**config.mk**
```make
export PLATFORM = sky130hd
export DESIGN_NAME = mcs4_bus_master
export DESIGN_NICKNAME = d
export VERILOG_FILES = /design/src/rtl/mcs4_bus_master.sv
export SDC_FILE = /design/constraint.sdc
export NUM_CORES = 1
export LEC_CHECK = 0
export CORE_ASPECT_RATIO = 0.6
export CORE_UTILIZATION = 44
export DETAILED_ROUTE_END_ITERATION = 10
export DONT_BUFFER_PORTS = 1
export GPL_TIMING_DRIVEN = 0
export HOLD_SLACK_MARGIN = 0.03
export SLEW_MARGIN = 0
export SYNTH_ARGS = -nofsm -noshare
export SYNTH_HDL_FRONTEND = slang
export SYNTH_SLANG_ARGS = --single-unit
```
**constraint.sdc**
```tcl
create_clock -name clk -period 3.6 [get_ports clk]
set_clock_uncertainty 0.15 [all_clocks]
set_input_delay 0.72 -clock clk [delete_from_list [all_inputs] [get_ports clk]]
set_output_delay 0.72 -clock clk [all_outputs]
set_load 0.02 [all_outputs]
```
**src/rtl/mcs4_bus_master.sv**
```systemverilog
// CPU-side sequencer for the MCS-4 multiplexed nibble bus.
// It produces sync and the A/M/X phase cycle, fetches an instruction, and runs one X-phase transfer.
module mcs4_bus_master #(
  parameter logic [3:0] IO_GROUP = 4'hE
) (
  input  logic        clk,
  input  logic        rst,
  input  logic        run,
  input  logic [11:0] pc_in,
  output logic [7:0]  instr_out,
  output logic        instr_valid,
  input  logic [1:0]  x_cmd,
  input  logic [3:0]  x_data,
  output logic [3:0]  rd_data,
  output logic        rd_valid,
  input  logic        clr_io,
  output logic        sync,
  output logic        cm_rom,
  output logic        cl_rom,
  input  logic [3:0]  dbus_in,
  output logic [3:0]  dbus_out
);

  typedef enum logic [3:0] {
    ST_A1   = 4'd0,
    ST_A2   = 4'd1,
    ST_A3   = 4'd2,
    ST_M1   = 4'd3,
    ST_M2   = 4'd4,
    ST_X1   = 4'd5,
    ST_X2   = 4'd6,
    ST_X3   = 4'd7,
    ST_IDLE = 4'd8
  } state_t;

  localparam logic [1:0] XC_SRC   = 2'd1;
  localparam logic [1:0] XC_WRITE = 2'd2;
  localparam logic [1:0] XC_READ  = 2'd3;

  state_t      r_state;
  logic [11:0] r_pc;
  logic [7:0]  r_instr;
  logic        r_instr_valid;
  logic [1:0]  r_x_cmd;
  logic [3:0]  r_x_data;
  logic [3:0]  r_rd_data;
  logic        r_rd_valid;
  logic        r_clr_pend;
  logic        r_cl_rom;

  logic        w_sync;
  logic        w_cm_rom;
  logic [3:0]  w_dbus_out;

  // sync is high exactly in the cycle whose closing edge enters A1
  assign w_sync = run && (r_state == ST_IDLE || r_state == ST_X3);

  always_comb begin
    w_dbus_out = 4'h0;
    w_cm_rom   = 1'b0;
    case (r_state)
      ST_A1: w_dbus_out = r_pc[3:0];
      ST_A2: w_dbus_out = r_pc[7:4];
      ST_A3: w_dbus_out = r_pc[11:8];
      ST_M2: w_cm_rom   = (r_instr[7:4] == IO_GROUP);
      ST_X2: begin
        if (r_x_cmd == XC_SRC || r_x_cmd == XC_WRITE) w_dbus_out = r_x_data;
        w_cm_rom = (r_x_cmd == XC_SRC);
      end
      default: ;
    endcase
  end

  always_ff @(posedge clk) begin
    if (rst) begin
      r_state       <= ST_IDLE;
      r_pc          <= 12'h000;
      r_instr       <= 8'h00;
      r_instr_valid <= 1'b0;
      r_x_cmd       <= 2'd0;
      r_x_data      <= 4'h0;
      r_rd_data     <= 4'h0;
      r_rd_valid    <= 1'b0;
      r_clr_pend    <= 1'b0;
      r_cl_rom      <= 1'b0;
    end else begin
      r_instr_valid <= 1'b0;
      r_rd_valid    <= 1'b0;
      if (w_sync) r_pc <= pc_in;
      // a clear request waits for the next A1; a new one during that A1 re-arms it
      r_cl_rom   <= r_clr_pend && w_sync;
      r_clr_pend <= clr_io || (r_clr_pend && !w_sync);
      case (r_state)
        ST_IDLE: if (run) r_state <= ST_A1;
        ST_X3:   r_state <= run ? ST_A1 : ST_IDLE;
        default: r_state <= state_t'(r_state + 4'd1);
      endcase
      case (r_state)
        ST_M1: r_instr[7:4] <= dbus_in;
        ST_M2: begin
          r_instr[3:0]  <= dbus_in;
          r_instr_valid <= 1'b1;
        end
        ST_X1: begin
          r_x_cmd  <= x_cmd;
          r_x_data <= x_data;
        end
        ST_X2: if (r_x_cmd == XC_READ) begin
          r_rd_data  <= dbus_in;
          r_rd_valid <= 1'b1;
        end
        default: ;
      endcase
    end
  end

  assign sync        = w_sync;
  assign cm_rom      = w_cm_rom;
  assign cl_rom      = r_cl_rom;
  assign dbus_out    = w_dbus_out;
  assign instr_out   = r_instr;
  assign instr_valid = r_instr_valid;
  assign rd_data     = r_rd_data;
  assign rd_valid    = r_rd_valid;

endmodule

```
==> results of run 1 <==
## state kept, by name (all words and copies together) (netlist names)
register / count
r_pc: 12
instr_out: 8
r_state: 4
r_x_data: 4
rd_data: 4
r_x_cmd: 2
cl_rom: 1
instr_valid: 1
r_clr_pend: 1
rd_valid: 1
## placed cells by master, fill, tap and decap left out, types with 2 or more instances in the layout
cell type / instances
clkbuf_8: 6
or2_2: 4
dfxtp_1: 38
a21oi_1: 18
and4b_2: 2
nand4b_1: 4
nand2_1: 2
nand3b_1: 2
buf_6: 5
mux2i_1: 19
o21ai_0: 8
inv_1: 4
ha_1: 6
nand3b_2: 2
nor2_1: 23
nand3_1: 16
clkbuf_1: 5
buf_2: 2
o21ai_1: 5
a222oi_1: 4
## power breakdown
group | total (mW) | switching [mW] | internal [mW]
Clock | 0.301 | 0.146 | 0.154
Sequential | 0.521 | 0.0510 | 0.470
Combinational | 0.365 | 0.215 | 0.150
Total | 1.19 | 0.412 | 0.775
## metal layers
| metal | up-vias | routed length, um |
|---|---|---|
| met4 | 0 | 55 |
| met1 | 651 | 2070 |
| met5 | - | 0 |
| li1 | 667 | - |
| met3 | 6 | 218 |
| met2 | 32 | 1660 |
## metrics by stage
step | instance area, um^2 | instances | hold slack, ps | utilization [%] | power [mW]
after floorplan | 1730 | 181 | 297 | - | 0.805
after global routing | 1880 | 236 | 347 | 50.5 | 1.26
after CTS | 1880 | 236 | 323 | 50.5 | 1.19
final | 1880 | 236 | 323 | 50.5 | 1.19
after detailed placement | 1790 | 228 | 313 | 48.1 | 0.893
after global placement | 1790 | 228 | 310 | 48.1 | 0.879
## kinds of logic (layout without fill, tap and decap cells)
| logic type | Yosys count | in the layout |
|---|---|---|
| AND/OR/NAND/NOR | 62 | 62 |
| multiplexers | 19 | 19 |
| AO/OA/AOI/OAI | 40 | 40 |
| buffers and inverters | 16 | 24 |
| flip-flops | 38 | 38 |
| adder cells (fa/ha/maj) | 6 | 6 |
## critical path, delay by kind of cell (launching register included)
family                     cells  cell delay, ps
AOI/OAI and AO/OA              1             430
adders and majority gates      1             340
buffers and inverters          1             130
DFF                            1             360
and+or+nand+nor                2             440
## layout make-up
class	instances	area, um^2
Inverter	4	15.0
Clock buffer	7	86.3
Sequential cell	38	761
Clock inverter	1	5.00
Tap cell	47	58.8
Fill cell	353	1840
Buffer	12	88.8
Multi-Input combinational cell	127	866
## final timing paths
path,start,to,depth (start not counted),slack (ps)
worst min register to register,r_pc[11]$_SDFFE_PP0P_,r_pc[11]$_SDFFE_PP0P_,2,320
worst max register to register,r_state[0]$_SDFFE_PP0P_,r_state[3]$_SDFFE_PP1P_,6,1710
worst max-delay path,r_state[0]$_SDFFE_PP0P_,dbus_out[1],5,740
worst min-delay path,r_pc[11]$_SDFFE_PP0P_,r_pc[11]$_SDFFE_PP0P_,2,320
==> results.toml, run 1 <==
[logic_synthesis]
synth_top_family_by_area = "simple AND/OR/NAND/NOR gates"
synth.area.mux_share_pct = 11.0
syn-num-nets = 213
ys_types = 32
ys_ff_latch = 38
synth_most_common_cell = "dfxtp_1"
yosys-top-cells-area = "dfxtp_1 (44%), mux2i_1 (11%), a21oi_1 (5.2%)"
syn-mean-instance-area_um2 = 9.56
synth_edf_count = 0
synth_area_mm2 = 0.00173
ys_warn_count = 0
synthXorXnorAreaFrac_pct = 0
yosysSeqAreaShare_pct = 44.0
yosys_most_used_dff = "dfxtp_1"
syn_inst = 181
yosys-top-cells-count = "dfxtp_1 (38), nor2_1 (23), mux2i_1 (19)"
synth-simple-area-share_pct = 21.2
synth-compound-area-share_pct = 13.5
yosys.area_share.adder_pct = 4.34
synth_largest_area_cell = "dfxtp_1"
async_flop_share_pct = 0
yosysTopAreaCellShare_pct = 44.0

[placement]
post-place-ws_ps = 1060
hpwl_um = 3030
io_buffers = 0
routabilityCongestion = 0.835

[floorplan]
initial_core_util_pct = 46.5
io_pins = 47
core-area_mm2 = 0.00372
fp.dieH_um = 50.6
die_w_um = 83.0
rows = 17
die-area_mm2 = 0.00420

[critical_path]
end_kind = "output pin"
critPathKind = "reg -> out"
cp-start-kind = "register"
crit_arrival_ps = 1990
path_max_fanout = 7
cp_cell_sequence = "inv_1 -> ha_1 -> nor2b_1 -> nand3_1 -> a21oi_1"
slowest_stage = "a21oi_1"
cpPeakStageDelay_ps = 430
cp.required_ps = 2730

[finish]
drive_above_1_share_pct = 14.8
areaGrowthSynthToFinish_pct = 8.68
nNetsFinal = 220
antennaDiodeCount = 0

[timing]
layout_min_cycle_time_ps = 2860
setup_viol = 0
slew_headroom_pct = 57.0
setup_tns_ps = 0
tightest_slew_ps = 638
slew_violations = 0
max_freq_ghz = 0.350
setup_ws_ps = 742
finalHoldViolCount = 0
fin_crit_sh_pct = 79.4
rsz0062_at_grt = "no"

[clock_tree]
cts.path.max_buffers = 2
cts_sinks = 38
cts_root_buffer = "clkbuf_8"
path_clk_slew_ps = 70
cts_tree = "yes"
cts-resized-gates = 0
cts-htree-levels = 2
ctsHoldBuffers = 0
clk_latency_ps = 290
cts_buffers = 5
cts_setup_buffers = 0

[grt]
grt_util_all_layers_pct = 19.7
grt_first_pass_wirelength_um = 6140
grt_max_degree = 12
grt-busiest-layer = "met2"
antenna_found_initial = 0
use_met1_pct = 27.5
grt_pass1_vias = 1241
grtUsageMet3_pct = 6.09
grt-ovfl-total = 0
met2_usage_pct = 27.7

[route]
vias_per_cell = 5.75
wl_um = 4000
drc = 0
ant_nets = 0
drt-wirelength-per-cell_um = 16.9
drtPass1Iterations = 5
drtIter0Drc = 83
vias = 1356

[status]
status = "completed"

[pwr]
ir_drop_uv = 322
cellPowerDensity_mw_per_mm2 = 631
leakagePower_nw = 0.790

[min_path]
min_path_type = "reg -> reg"

[job]
maxCapViolCount = 0
Power figures use the tool's default switching activity.
==> inputs of run 2 (changes only) <==
==> constraint.sdc (replaced) <==
create_clock -name clk -period 2.7 [get_ports clk]
set_clock_uncertainty 0.15 [all_clocks]
set_input_delay 0.54 -clock clk [delete_from_list [all_inputs] [get_ports clk]]
set_output_delay 0.54 -clock clk [all_outputs]
set_load 0.02 [all_outputs]
==> run 2 against run 1 <==
Worst setup slack lost 600 ps. Sequential cell count is the same. Count of clock-buffer cells in the layout did not move. Clock power rose by 34%. Utilization rose by 0.47 points.
==> results.toml, run 2 (synthesis gave the netlist of run 1 again) <==
[grt]
grt-ovfl-total = 0
grt_max_degree = 12
grt_util_all_layers_pct = 19.7
antenna_found_initial = 0
grt_first_pass_wirelength_um = 6140
grt_pass1_vias = 1241

[floorplan]
io_pins = 47
fp.dieH_um = 50.6
initial_core_util_pct = 46.5
die_w_um = 83.0
rows = 17
die-area_mm2 = 0.00420
core-area_mm2 = 0.00372

[critical_path]
end_kind = "output pin"
crit_arrival_ps = 1870
cp-start-kind = "register"
path_max_fanout = 9
worst-path-buf-inv = 3
critPathKind = "reg -> out"
cp_cell_sequence = "inv_1 -> ha_1 -> buf_2 -> and4b_2 -> nor2_2 -> inv_1"
slowest_stage = "dfxtp_1"
cpPeakStageDelay_ps = 420
cpMostUsedCell = "inv_1"
path_delay_family = "simple AND/OR/NAND/NOR gates"
cp.required_ps = 2010
reg2reg_slack_ps = 800

[pwr]
cellPowerDensity_mw_per_mm2 = 843
leakagePower_nw = 0.789
power_mw = 1.60
ir_drop_uv = 417

[timing]
setup_viol = 0
max_freq_ghz = 0.390
tightest_slew_ps = 523
rsz0062_at_grt = "no"
holdWs_ps = 218
setup_tns_ps = 0
layout_min_cycle_time_ps = 2560
setup_ws_ps = 137
finalHoldViolCount = 0
fin_crit_sh_pct = 94.9
slew_violations = 0
slew_headroom_pct = 65.1

[finish]
nFillCells = 352
drive_above_1_share_pct = 17.5
antennaDiodeCount = 0
final_core_util_pct = 51.0
largest-register = "r_pc"
final_cell_mix = "dfxtp_1 (38), nor2_1 (22), mux2i_1 (19)"
layout_commonest_cell = "dfxtp_1"
largest_register_ffs = 12
areaGrowthSynthToFinish_pct = 9.69
nNetsFinal = 220
final_area_mm2 = 0.00190
fin_cells = 236

[clock_tree]
cts_sinks = 38
cts_root_buffer = "clkbuf_8"
cts_buffers = 5
ctsHoldBuffers = 0
cts-resized-gates = 0
cts_tree = "yes"
cts-htree-levels = 2
cts.path.max_buffers = 2
cts_setup_buffers = 0
clk_latency_ps = 290
path_clk_slew_ps = 70

[placement]
dpl_cell_area_mm2 = 0.00179
dpl.cell_count = 228
routabilityCongestion = 0.835
io_buffers = 0
hpwl_um = 3030
post-place-ws_ps = 342

[route]
wl_um = 4020
drc = 0
drtIter0Drc = 67
ant_nets = 0
drtPass1Iterations = 5
drt-wirelength-per-cell_um = 17.0
vias_per_cell = 5.83
vias = 1376

[job]
maxCapViolCount = 0

[min_path]
min_path_type = "in -> reg"

[status]
status = "completed"
run 2: cell counts in the layout (fill, tap and decap cells not counted):
Identical to the previous run, type by type.
run 2: per-layer routing:
layer  vias up  global-route usage, %  wire length, um
met2        43                   27.7             1670
met4         0                   8.62               55
met1       659                   27.5             2030
li1        668                      -                -
met3         6                   6.09              258
met5         -                      0                0
run 2: where the power goes:
| group | internal (mW) | switching (mW) | total, mW | leakage [nW] |
|---|---|---|---|---|
| logic | 0.203 | 0.300 | 0.503 | 0.433 |
| registers | 0.627 | 0.0668 | 0.694 | 0.309 |
| clock network | 0.206 | 0.198 | 0.404 | 0.0482 |
| total | 1.04 | 0.564 | 1.60 | 0.789 |
run 2: worst register-to-register path: cells and delay by family (launching register included):
kind,cells,cell delay [ps]
DFF,1,420
AOI/OAI and AO/OA,2,250
buffers and inverters,3,460
and+or+nand+nor,1,290
adders and majority gates,1,210
run 2: path summary, 6_finish.rpt:
path	startpoint	to	cells after the start
setup / recovery	r_state[0]$_SDFFE_PP0P_	sync	6
setup reg to reg	r_state[0]$_SDFFE_PP0P_	r_pc[7]$_SDFFE_PP0P_	7
hold / removal	clr_io	r_clr_pend$_SDFF_PP0_	2
hold reg to reg	r_pc[11]$_SDFFE_PP0P_	r_pc[11]$_SDFFE_PP0P_	2
run 2: area by class of cell:
type / count / area [um^2] / area share [%]
plain buffers: 12 / 88.8 / 4.68
clock buffers: 7 / 86.3 / 4.55
clock inverters: 1 / 5.00 / 0.264
inverters: 4 / 15.0 / 0.791
multi-input cells: 127 / 883 / 46.5
flip-flops and latches: 38 / 761 / 40.1
well taps: 47 / 58.8 / 3.10
==> inputs of run 3 (changes only) <==
--- a/config.mk
+++ b/config.mk
@@ -5,8 +5,10 @@
 export SDC_FILE = /design/constraint.sdc
 export NUM_CORES = 1
 export LEC_CHECK = 0
+export ABC_CLOCK_PERIOD_IN_PS = 2700
 export CORE_ASPECT_RATIO = 0.6
 export CORE_UTILIZATION = 44
+export CTS_CLUSTER_DIAMETER = 100
 export DETAILED_ROUTE_END_ITERATION = 10
 export DONT_BUFFER_PORTS = 1
 export GPL_TIMING_DRIVEN = 0
==> results of run 3 <==
The final DEF is identical to that of run 2; final timing and power are the same.
